--- config.mk ---
export PLATFORM = sky130hd
export DESIGN_NAME = riscv_lsu
export DESIGN_NICKNAME = d
export VERILOG_FILES = /design/src/rtl/riscv_lsu.sv
export SDC_FILE = /design/constraint.sdc
export NUM_CORES = 1
export LEC_CHECK = 0
export ABC_AREA = 1
export BUFFER_PORTS_ARGS = -buffer_cell sky130_fd_sc_hd__clkbuf_2
export CORE_ASPECT_RATIO = 0.9
export CORE_MARGIN = 4
export CORE_UTILIZATION = 48
export DETAILED_ROUTE_END_ITERATION = 6
export GPL_TIMING_DRIVEN = 0
export PLACE_DENSITY = 0.88
export SETUP_SLACK_MARGIN = 0.02
export SLEW_MARGIN = 40
export SYNTH_ARGS = -nofsm -noshare
export SYNTH_HDL_FRONTEND = slang
export SYNTH_SLANG_ARGS = --single-unit
--- constraint.sdc ---
create_clock -name clk_i -period 4 [get_ports clk_i]
set_input_delay 0.2 -clock clk_i [delete_from_list [all_inputs] [get_ports clk_i]]
set_output_delay 0.2 -clock clk_i [all_outputs]
set_load 0.1 [all_outputs]
--- src/rtl/riscv_lsu.sv ---
// riscv_lsu: single-outstanding load/store unit between a RISC-V core and a
// simple ready-handshake memory. Byte enables, lane-replicated write data
// and the address are driven combinationally from the core inputs. Load data
// is extracted and extended on the edge where the memory completes, then
// held on core_rd_o until the next load completes.
//
// Optional build macro: LSU_MISALIGN_CHECK_EN adds misalign_o. A misaligned
// H/HU/W access is then never issued to memory; it stalls one cycle and
// reports misalign_o during the following RESP cycle.
module riscv_lsu (
    input  logic        clk_i,
    input  logic        rst_i,
    input  logic        core_req_i,
    input  logic        core_we_i,
    input  logic [2:0]  core_size_i,
    input  logic [31:0] core_addr_i,
    input  logic [31:0] core_wd_i,
    output logic [31:0] core_rd_o,
    output logic        core_stall_o,
    output logic        mem_req_o,
    output logic        mem_we_o,
    output logic [3:0]  mem_be_o,
    output logic [31:0] mem_addr_o,
    output logic [31:0] mem_wd_o,
    input  logic [31:0] mem_rd_i,
`ifdef LSU_MISALIGN_CHECK_EN
    output logic        misalign_o,
`endif
    input  logic        mem_ready_i
);

    typedef enum logic [1:0] {
        IDLE = 2'd0,
        WAIT = 2'd1,
        RESP = 2'd2
    } state_e;

    localparam logic [2:0] SZ_B  = 3'd0;
    localparam logic [2:0] SZ_H  = 3'd1;
    localparam logic [2:0] SZ_W  = 3'd2;
    localparam logic [2:0] SZ_BU = 3'd4;
    localparam logic [2:0] SZ_HU = 3'd5;

    state_e      state_q, state_d;
    logic [31:0] rd_q, rd_d;
    logic [2:0]  size_q, size_d;
    logic [1:0]  off_q, off_d;
    logic        we_q, we_d;
    logic        capture;
    logic [2:0]  cap_size;
    logic [1:0]  cap_off;

    // Select the addressed lane of a read word and extend it to 32 bits.
    function automatic logic [31:0] extract_load(input logic [2:0]  size,
                                                 input logic [1:0]  off,
                                                 input logic [31:0] word);
        logic [7:0]  byte_v;
        logic [15:0] half_v;
        case (off)
            2'd0:    byte_v = word[7:0];
            2'd1:    byte_v = word[15:8];
            2'd2:    byte_v = word[23:16];
            default: byte_v = word[31:24];
        endcase
        half_v = off[1] ? word[31:16] : word[15:0];
        case (size)
            SZ_B:    return {{24{byte_v[7]}}, byte_v};
            SZ_BU:   return {24'd0, byte_v};
            SZ_H:    return {{16{half_v[15]}}, half_v};
            SZ_HU:   return {16'd0, half_v};
            SZ_W:    return word;
            default: return 32'd0;
        endcase
    endfunction

`ifdef LSU_MISALIGN_CHECK_EN
    logic misalign_q, misalign_d;
    logic misaligned;

    // Halfwords need an even address, words a 4-byte-aligned address.
    always_comb begin
        case (core_size_i)
            SZ_H, SZ_HU: misaligned = core_addr_i[0];
            SZ_W:        misaligned = |core_addr_i[1:0];
            default:     misaligned = 1'b0;
        endcase
    end

    assign misalign_o = misalign_q;
`endif

    // Combinational pass-throughs to the memory side.
    assign mem_addr_o = core_addr_i;
    assign mem_we_o   = core_we_i;
    assign core_rd_o  = rd_q;

    // Byte enables and lane-replicated store data from size and offset.
    always_comb begin
        case (core_size_i)
            SZ_B, SZ_BU: mem_be_o = 4'b0001 << core_addr_i[1:0];
            SZ_H, SZ_HU: mem_be_o = 4'b0011 << {core_addr_i[1], 1'b0};
            SZ_W:        mem_be_o = 4'b1111;
            default:     mem_be_o = 4'b0000;
        endcase
        case (core_size_i)
            SZ_B:    mem_wd_o = {4{core_wd_i[7:0]}};
            SZ_H:    mem_wd_o = {2{core_wd_i[15:0]}};
            SZ_W:    mem_wd_o = core_wd_i;
            default: mem_wd_o = 32'd0;
        endcase
    end

    // Next state, handshake outputs and load-capture control.
    always_comb begin
        // NOTE: every signal gets a default first so no path leaves it
        // unassigned; a missing default here would infer a latch.
        state_d      = state_q;
        size_d       = size_q;
        off_d        = off_q;
        we_d         = we_q;
        capture      = 1'b0;
        mem_req_o    = 1'b0;
        core_stall_o = 1'b0;
        cap_size     = core_size_i;
        cap_off      = core_addr_i[1:0];
`ifdef LSU_MISALIGN_CHECK_EN
        misalign_d   = 1'b0;
`endif
        case (state_q)
            IDLE: begin
                mem_req_o    = core_req_i;
                core_stall_o = core_req_i;
                if (core_req_i) begin
                    size_d = core_size_i;
                    off_d  = core_addr_i[1:0];
                    we_d   = core_we_i;
`ifdef LSU_MISALIGN_CHECK_EN
                    if (misaligned) begin
                        mem_req_o  = 1'b0;
                        misalign_d = 1'b1;
                        state_d    = RESP;
                    end else
`endif
                    if (mem_ready_i) begin
                        capture = ~core_we_i;
                        state_d = RESP;
                    end else begin
                        state_d = WAIT;
                    end
                end
            end
            WAIT: begin
                mem_req_o    = 1'b1;
                core_stall_o = 1'b1;
                cap_size     = size_q;
                cap_off      = off_q;
                if (mem_ready_i) begin
                    capture = ~we_q;
                    state_d = RESP;
                end
            end
            RESP:    state_d = IDLE;
            default: state_d = IDLE;
        endcase
    end

    assign rd_d = capture ? extract_load(cap_size, cap_off, mem_rd_i) : rd_q;

    // State and load-data registers with asynchronous active-low reset.
    always_ff @(posedge clk_i or negedge rst_i) begin
        if (!rst_i) begin
            state_q    <= IDLE;
            rd_q       <= 32'd0;
            size_q     <= 3'd0;
            off_q      <= 2'd0;
            we_q       <= 1'b0;
`ifdef LSU_MISALIGN_CHECK_EN
            misalign_q <= 1'b0;
`endif
        end else begin
            // NOTE: non-blocking assignments so every register samples the
            // pre-edge values regardless of statement order.
            state_q    <= state_d;
            rd_q       <= rd_d;
            size_q     <= size_d;
            off_q      <= off_d;
            we_q       <= we_d;
`ifdef LSU_MISALIGN_CHECK_EN
            misalign_q <= misalign_d;
`endif
        end
    end

endmodule

== After elaboration in Yosys (flattened, before gate mapping) ==
Index checks and enable logic that the tools add are counted.

* Add/subtract/negate cells: 0
* Bitwise logic cells: 2
* Shift operators: 2
* Divide/modulo/power cells: 0
* Equal/unequal tests: 13
* Muxes and demuxes: 16
* $mul: 0
* $lt $le $gt $ge: 0
* Reductions and logical operators: 8

{| class="wikitable"
|+ Operators by type and width
! operator !! number
|-
| 32-bit one-hot mux with 5 select lines || 1
|-
| 32-bit one-hot mux with 3 select lines || 1
|-
| 8-bit one-hot mux with 3 select lines || 1
|-
| 16-bit 2-to-1 mux || 1
|-
| 3-bit == test (second input constant) || 4
|-
| 4-bit one-hot mux with 3 select lines || 1
|-
| 2-bit 2-to-1 mux || 4
|-
| 3-bit by 1-bit == test with 1-bit output (second input constant) || 2
|-
| 3-bit by 2-bit == test with 1-bit output (second input constant) || 2
|-
| 3-bit logical NOT || 2
|-
| 2-bit by 1-bit == test with 1-bit output (second input constant) || 2
|-
| 2-bit logical NOT || 2
|-
| 2-bit inequality test (second input constant) || 2
|-
| 1-bit one-hot mux with 2 select lines || 2
|-
| 2-bit one-hot mux with 2 select lines || 1
|-
| 2-bit AND reduction || 2
|-
| 2-bit OR reduction || 2
|-
| 1-bit by 2-bit << shifter with 4-bit output (first input constant) || 1
|-
| 2-bit by 2-bit << shifter with 4-bit output (first input constant) || 1
|-
| 1-bit 2-to-1 mux || 3
|-
| 3-bit 2-to-1 mux || 1
|-
| 2-bit == test (second input constant) || 1
|-
| 1-bit inverter || 2
|}

* Output and inout port bits: 103
* Bits in writable memories: 0
* Memories: 0
* Bits in latches: 0
* Bits in read-only memories: 0
* Word-level logic and storage cells: 46
* Register bits: 40

== Depth between registers and ports, before layout ==
* Depth in word-level cells: 5
* Depth in mapped cells: 14
* Gate-level depth less buffers: 12

== Least setup slack after synthesis ==
OpenSTA, ideal clock, no wires.

* Kind: in2out
* From: input port core_size_i[0]
* To: output port mem_be_o[0]
* Slack: 1,152 ps
* Data arrival time: 2,648 ps
* Stages: 4
* Cell sequence: clkbuf_1 -> nor2_1 -> nand2_1 -> o21ai_0

* Cells in the longest elaborated chain, start to end: 3
* Elaborated cells between the ends (all ways): 8
* Classes of those cells: 4 x eq/ne; 1 x mux; 3 x reduce/logical

{| class="wikitable"
|+ RTL lines
! element !! line !! text
|-
| start, declared || 15 || <nowiki>input logic [2:0] core_size_i,</nowiki>
|-
| 3-bit by 1-bit == test with 1-bit output (tied with other cells) || 99 || <nowiki>case (core_size_i)</nowiki>
|-
| 2-bit OR reduction || 99 ||
|-
| 4-bit one-hot mux with 3 select lines * || 99 ||
|-
| end, declared || 22 || <nowiki>output logic [3:0] mem_be_o,</nowiki>
|}

Mark *: on every way between the ends. The rest lies on a longest branch, timed or not.

== Worst setup path after layout ==
* From: input port core_size_i[1]
* To: output port mem_wd_o[10]

* Cells in the longest elaborated chain, start to end: 2
* Elaborated cells between the ends (all ways): 4
* Classes of those cells: 2 x eq/ne; 1 x mux; 1 x reduce/logical

{| class="wikitable"
|+ RTL lines
! element !! line !! text
|-
| 3-bit by 2-bit == test with 1-bit output (tied with other cells) || 105 || <nowiki>case (core_size_i)</nowiki>
|-
| 32-bit one-hot mux with 3 select lines * || 105 ||
|-
| end, declared || 24 || <nowiki>output logic [31:0] mem_wd_o,</nowiki>
|}

Marked as above.

==> flow_metrics.tcl <==
set metrics [dict create \
    status "finished, final reports clean" \
    start_kind "input port" \
    wl_mm 11.39 \
    die_area_sq_um 8529 \
    clk_path_buf_depth 2 \
    hpwl_mm 9.305 \
    synth_nets 682 \
    fin_tns_setup_ns 0 \
    start_util 0.5076 \
    path_clk_slew_ns 0.08 \
    final.setup.worst_slack_ns 1.486 \
    viasPerCell 4.897 \
    root_buffer "clkbuf_8" \
    regToRegStartpoint "state_q[1]" \
    place.gp.congestion 0.9836 \
    cap_violations 0 \
    die_y_um 88.02 \
    die_w_um 96.91 \
    slew_violations 0 \
    fp.coreArea_sq_um 6726 \
    drt-met1-wl_mm 5.109 \
    ys_seq_elements 40 \
    post-route-period-util 0.6284 \
    holdCritPathClass "in -> reg" \
    grt_usage 0.2638 \
    ys_seq_area_frac 0.2931 \
    fillCellCount 652 \
    finalHoldViolations 0 \
    hp-start "mem_ready_i" \
    cts_setup_buffers 0 \
    hold_depth 2 \
    vias 4172 \
    period_needed_ns 2.514 \
    worstSetupStartpoint "core_size_i[1]" \
    setup_viol 0 \
    rrSetupSlack_ns 1.91 \
    rows 28 \
    worst-setup-path-type "in -> out" \
    first_pass_iters 6 \
    nNetsFinal 865 \
    holdBufCountCts 1 \
    rsz0062_at_grt "false" \
    cp.arrival_ns 2.31 \
    clock_skew_ns 0.005920 \
    cp-end-kind "output port" \
    ir_worst_vdd_v 0.0003789 \
    drt_iter0_drc 329 \
    wl_per_cell_um 13.37 \
    drive_gt1_frac 0.3215 \
    top_layer "met4" \
    wl_met2_mm 5.300 \
    grt_pass1_vias 3984 \
    r2r_cells 11 \
    synth_cells 578 \
    drcViolationCount 0 \
    ant_nets 0 \
    htree_levels 2 \
    yosysUniqueCellTypes 28 \
    clk_latency_ns 0.30 \
    grt_max_degree 41 \
    cts_tree "done" \
    synth_warnings 0 \
    fmax_mhz 397.8 \
    port-buffer-count 175 \
    worstHoldEndpoint "state_q[0]" \
    cts_resized 0 \
    synthesis.area_sq_um 3415 \
    n_antenna_cell 0 \
    crit_fanout 10 \
    wl_met3_um 871 \
    grt_overflow 0 \
    numCtsBuffers 5 \
    p_leak_nw 2.977 \
    postSynthAreaPerCell_sq_um 5.907 \
    grt_pass1_wl_mm 18.80 \
    grt_antenna_before_repair 0 \
    syn2layout_area_growth_pct 32.17 \
    timing.slew.headroom 0.5263 \
    worst_slew_pin_slew_ns 0.7106 \
    cts_num_sinks 40 \
    post-place-ws_ns 1.534 \
    power_density_nw_per_um2 560.3 \
    io_pins 207 \
    r2r_end "core_rd_o[14]" \
    hold_ws_ns 0.09472 \
    worstPathRequired_ns 3.80 \
]
[stage by stage]
step | instance area (sq um) | total power [mW] | std cells | utilization
floorplan | 3415 | 1.950 | 578 | -
global placement | 4403 | 2.226 | 843 | 0.6546
detailed placement | 4405 | 2.244 | 843 | 0.6549
CTS | 4508 | 2.535 | 852 | 0.6702
global route | 4513 | 2.652 | 852 | 0.6709
finish | 4513 | 2.529 | 852 | 0.6709
[cells by family after synthesis]
family	after synthesis	share of synthesized area
simple gates	377	0.4522
buf+inv	122	0.1810
flops	40	0.2931
compound gates	39	0.07366
[routing by layer]
metal | GRT usage | vias to the layer above
li1 | - | 2114
met3 | 0.04299 | 11
met4 | 0.05102 | 0
met2 | 0.4317 | 182
met1 | 0.3740 | 1865
met5 | 0 | -
[Yosys cell counts, drive strengths merged]
| master | number | area share |
|---|---|---|
| a21oi | 12 | 0.019 |
| a32o | 7 | 0.021 |
| buf | 46 | 0.097 |
| clkbuf | 9 | 0.0099 |
| clkinv | 1 | 0.0011 |
| dfrtp | 40 | 0.29 |
| inv | 66 | 0.073 |
| nand2 | 262 | 0.29 |
| nand3 | 43 | 0.070 |
| nand4 | 8 | 0.015 |
| nor2 | 62 | 0.072 |
| nor3 | 2 | 0.0044 |
| o211ai | 1 | 0.0022 |
| o21ai | 19 | 0.032 |
[final cells by class]
type | count | area, sq um | share of cell area
clock inverters | 2 | 10.01 | 0.002218
inverters | 67 | 251.5 | 0.05572
well taps | 90 | 112.6 | 0.02495
clock buffers | 6 | 82.58 | 0.01830
flip-flops and latches | 40 | 1001 | 0.2218
repair buffers | 176 | 888.4 | 0.1968
plain buffers | 55 | 366.6 | 0.08123
multi-input cells | 416 | 1800 | 0.3989
[worst max-delay path, stage by stage]
cell	delay [ns]
clkbuf_2	0.12
inv_1	0.08
buf_2	0.23
nand2_1	0.13
nor2_1	0.50
inv_1	0.13
nand2_1	0.28
nand2_1	0.10
nand2_1	0.09
clkbuf_2	0.46
[cells in the final DEF, fill, tap and decap left out, types with 7 or more instances in the layout]
master	n
clkbuf_2	174
nand2_1	259
clkbuf_1	9
dfrtp_1	40
inv_1	64
buf_4	36
nand4_1	8
a32o_1	7
nand3_1	40
buf_2	8
o21ai_0	15
nor2_1	59
a21oi_1	11
[worst max-delay path by stage]
stage | to | slack [ns] | cells after the start
CTS | mem_wd_o[10] | 1.53 | 10
global placement | mem_wd_o[10] | 1.59 | 10
finish | mem_wd_o[10] | 1.49 | 10
floorplan | mem_be_o[0] | 1.15 | 4
detailed placement | mem_wd_o[10] | 1.53 | 10
global route | mem_wd_o[10] | 1.26 | 10
[flip-flops by register name (all words and copies together), names as in the netlist]
signal	count
core_rd_o	32
state_q	2
size_q	3
we_q	1
off_q	2
[report_power, final]
group / leakage, nW / switching (mW) / internal [mW]
logic: 2.40 / 1.39 / 0.275
registers: 0.526 / 0.0644 / 0.512
clock network: 0.0510 / 0.148 / 0.138
total: 2.98 / 1.60 / 0.924
No activity file was read; power rests on OpenSTA's default activity.
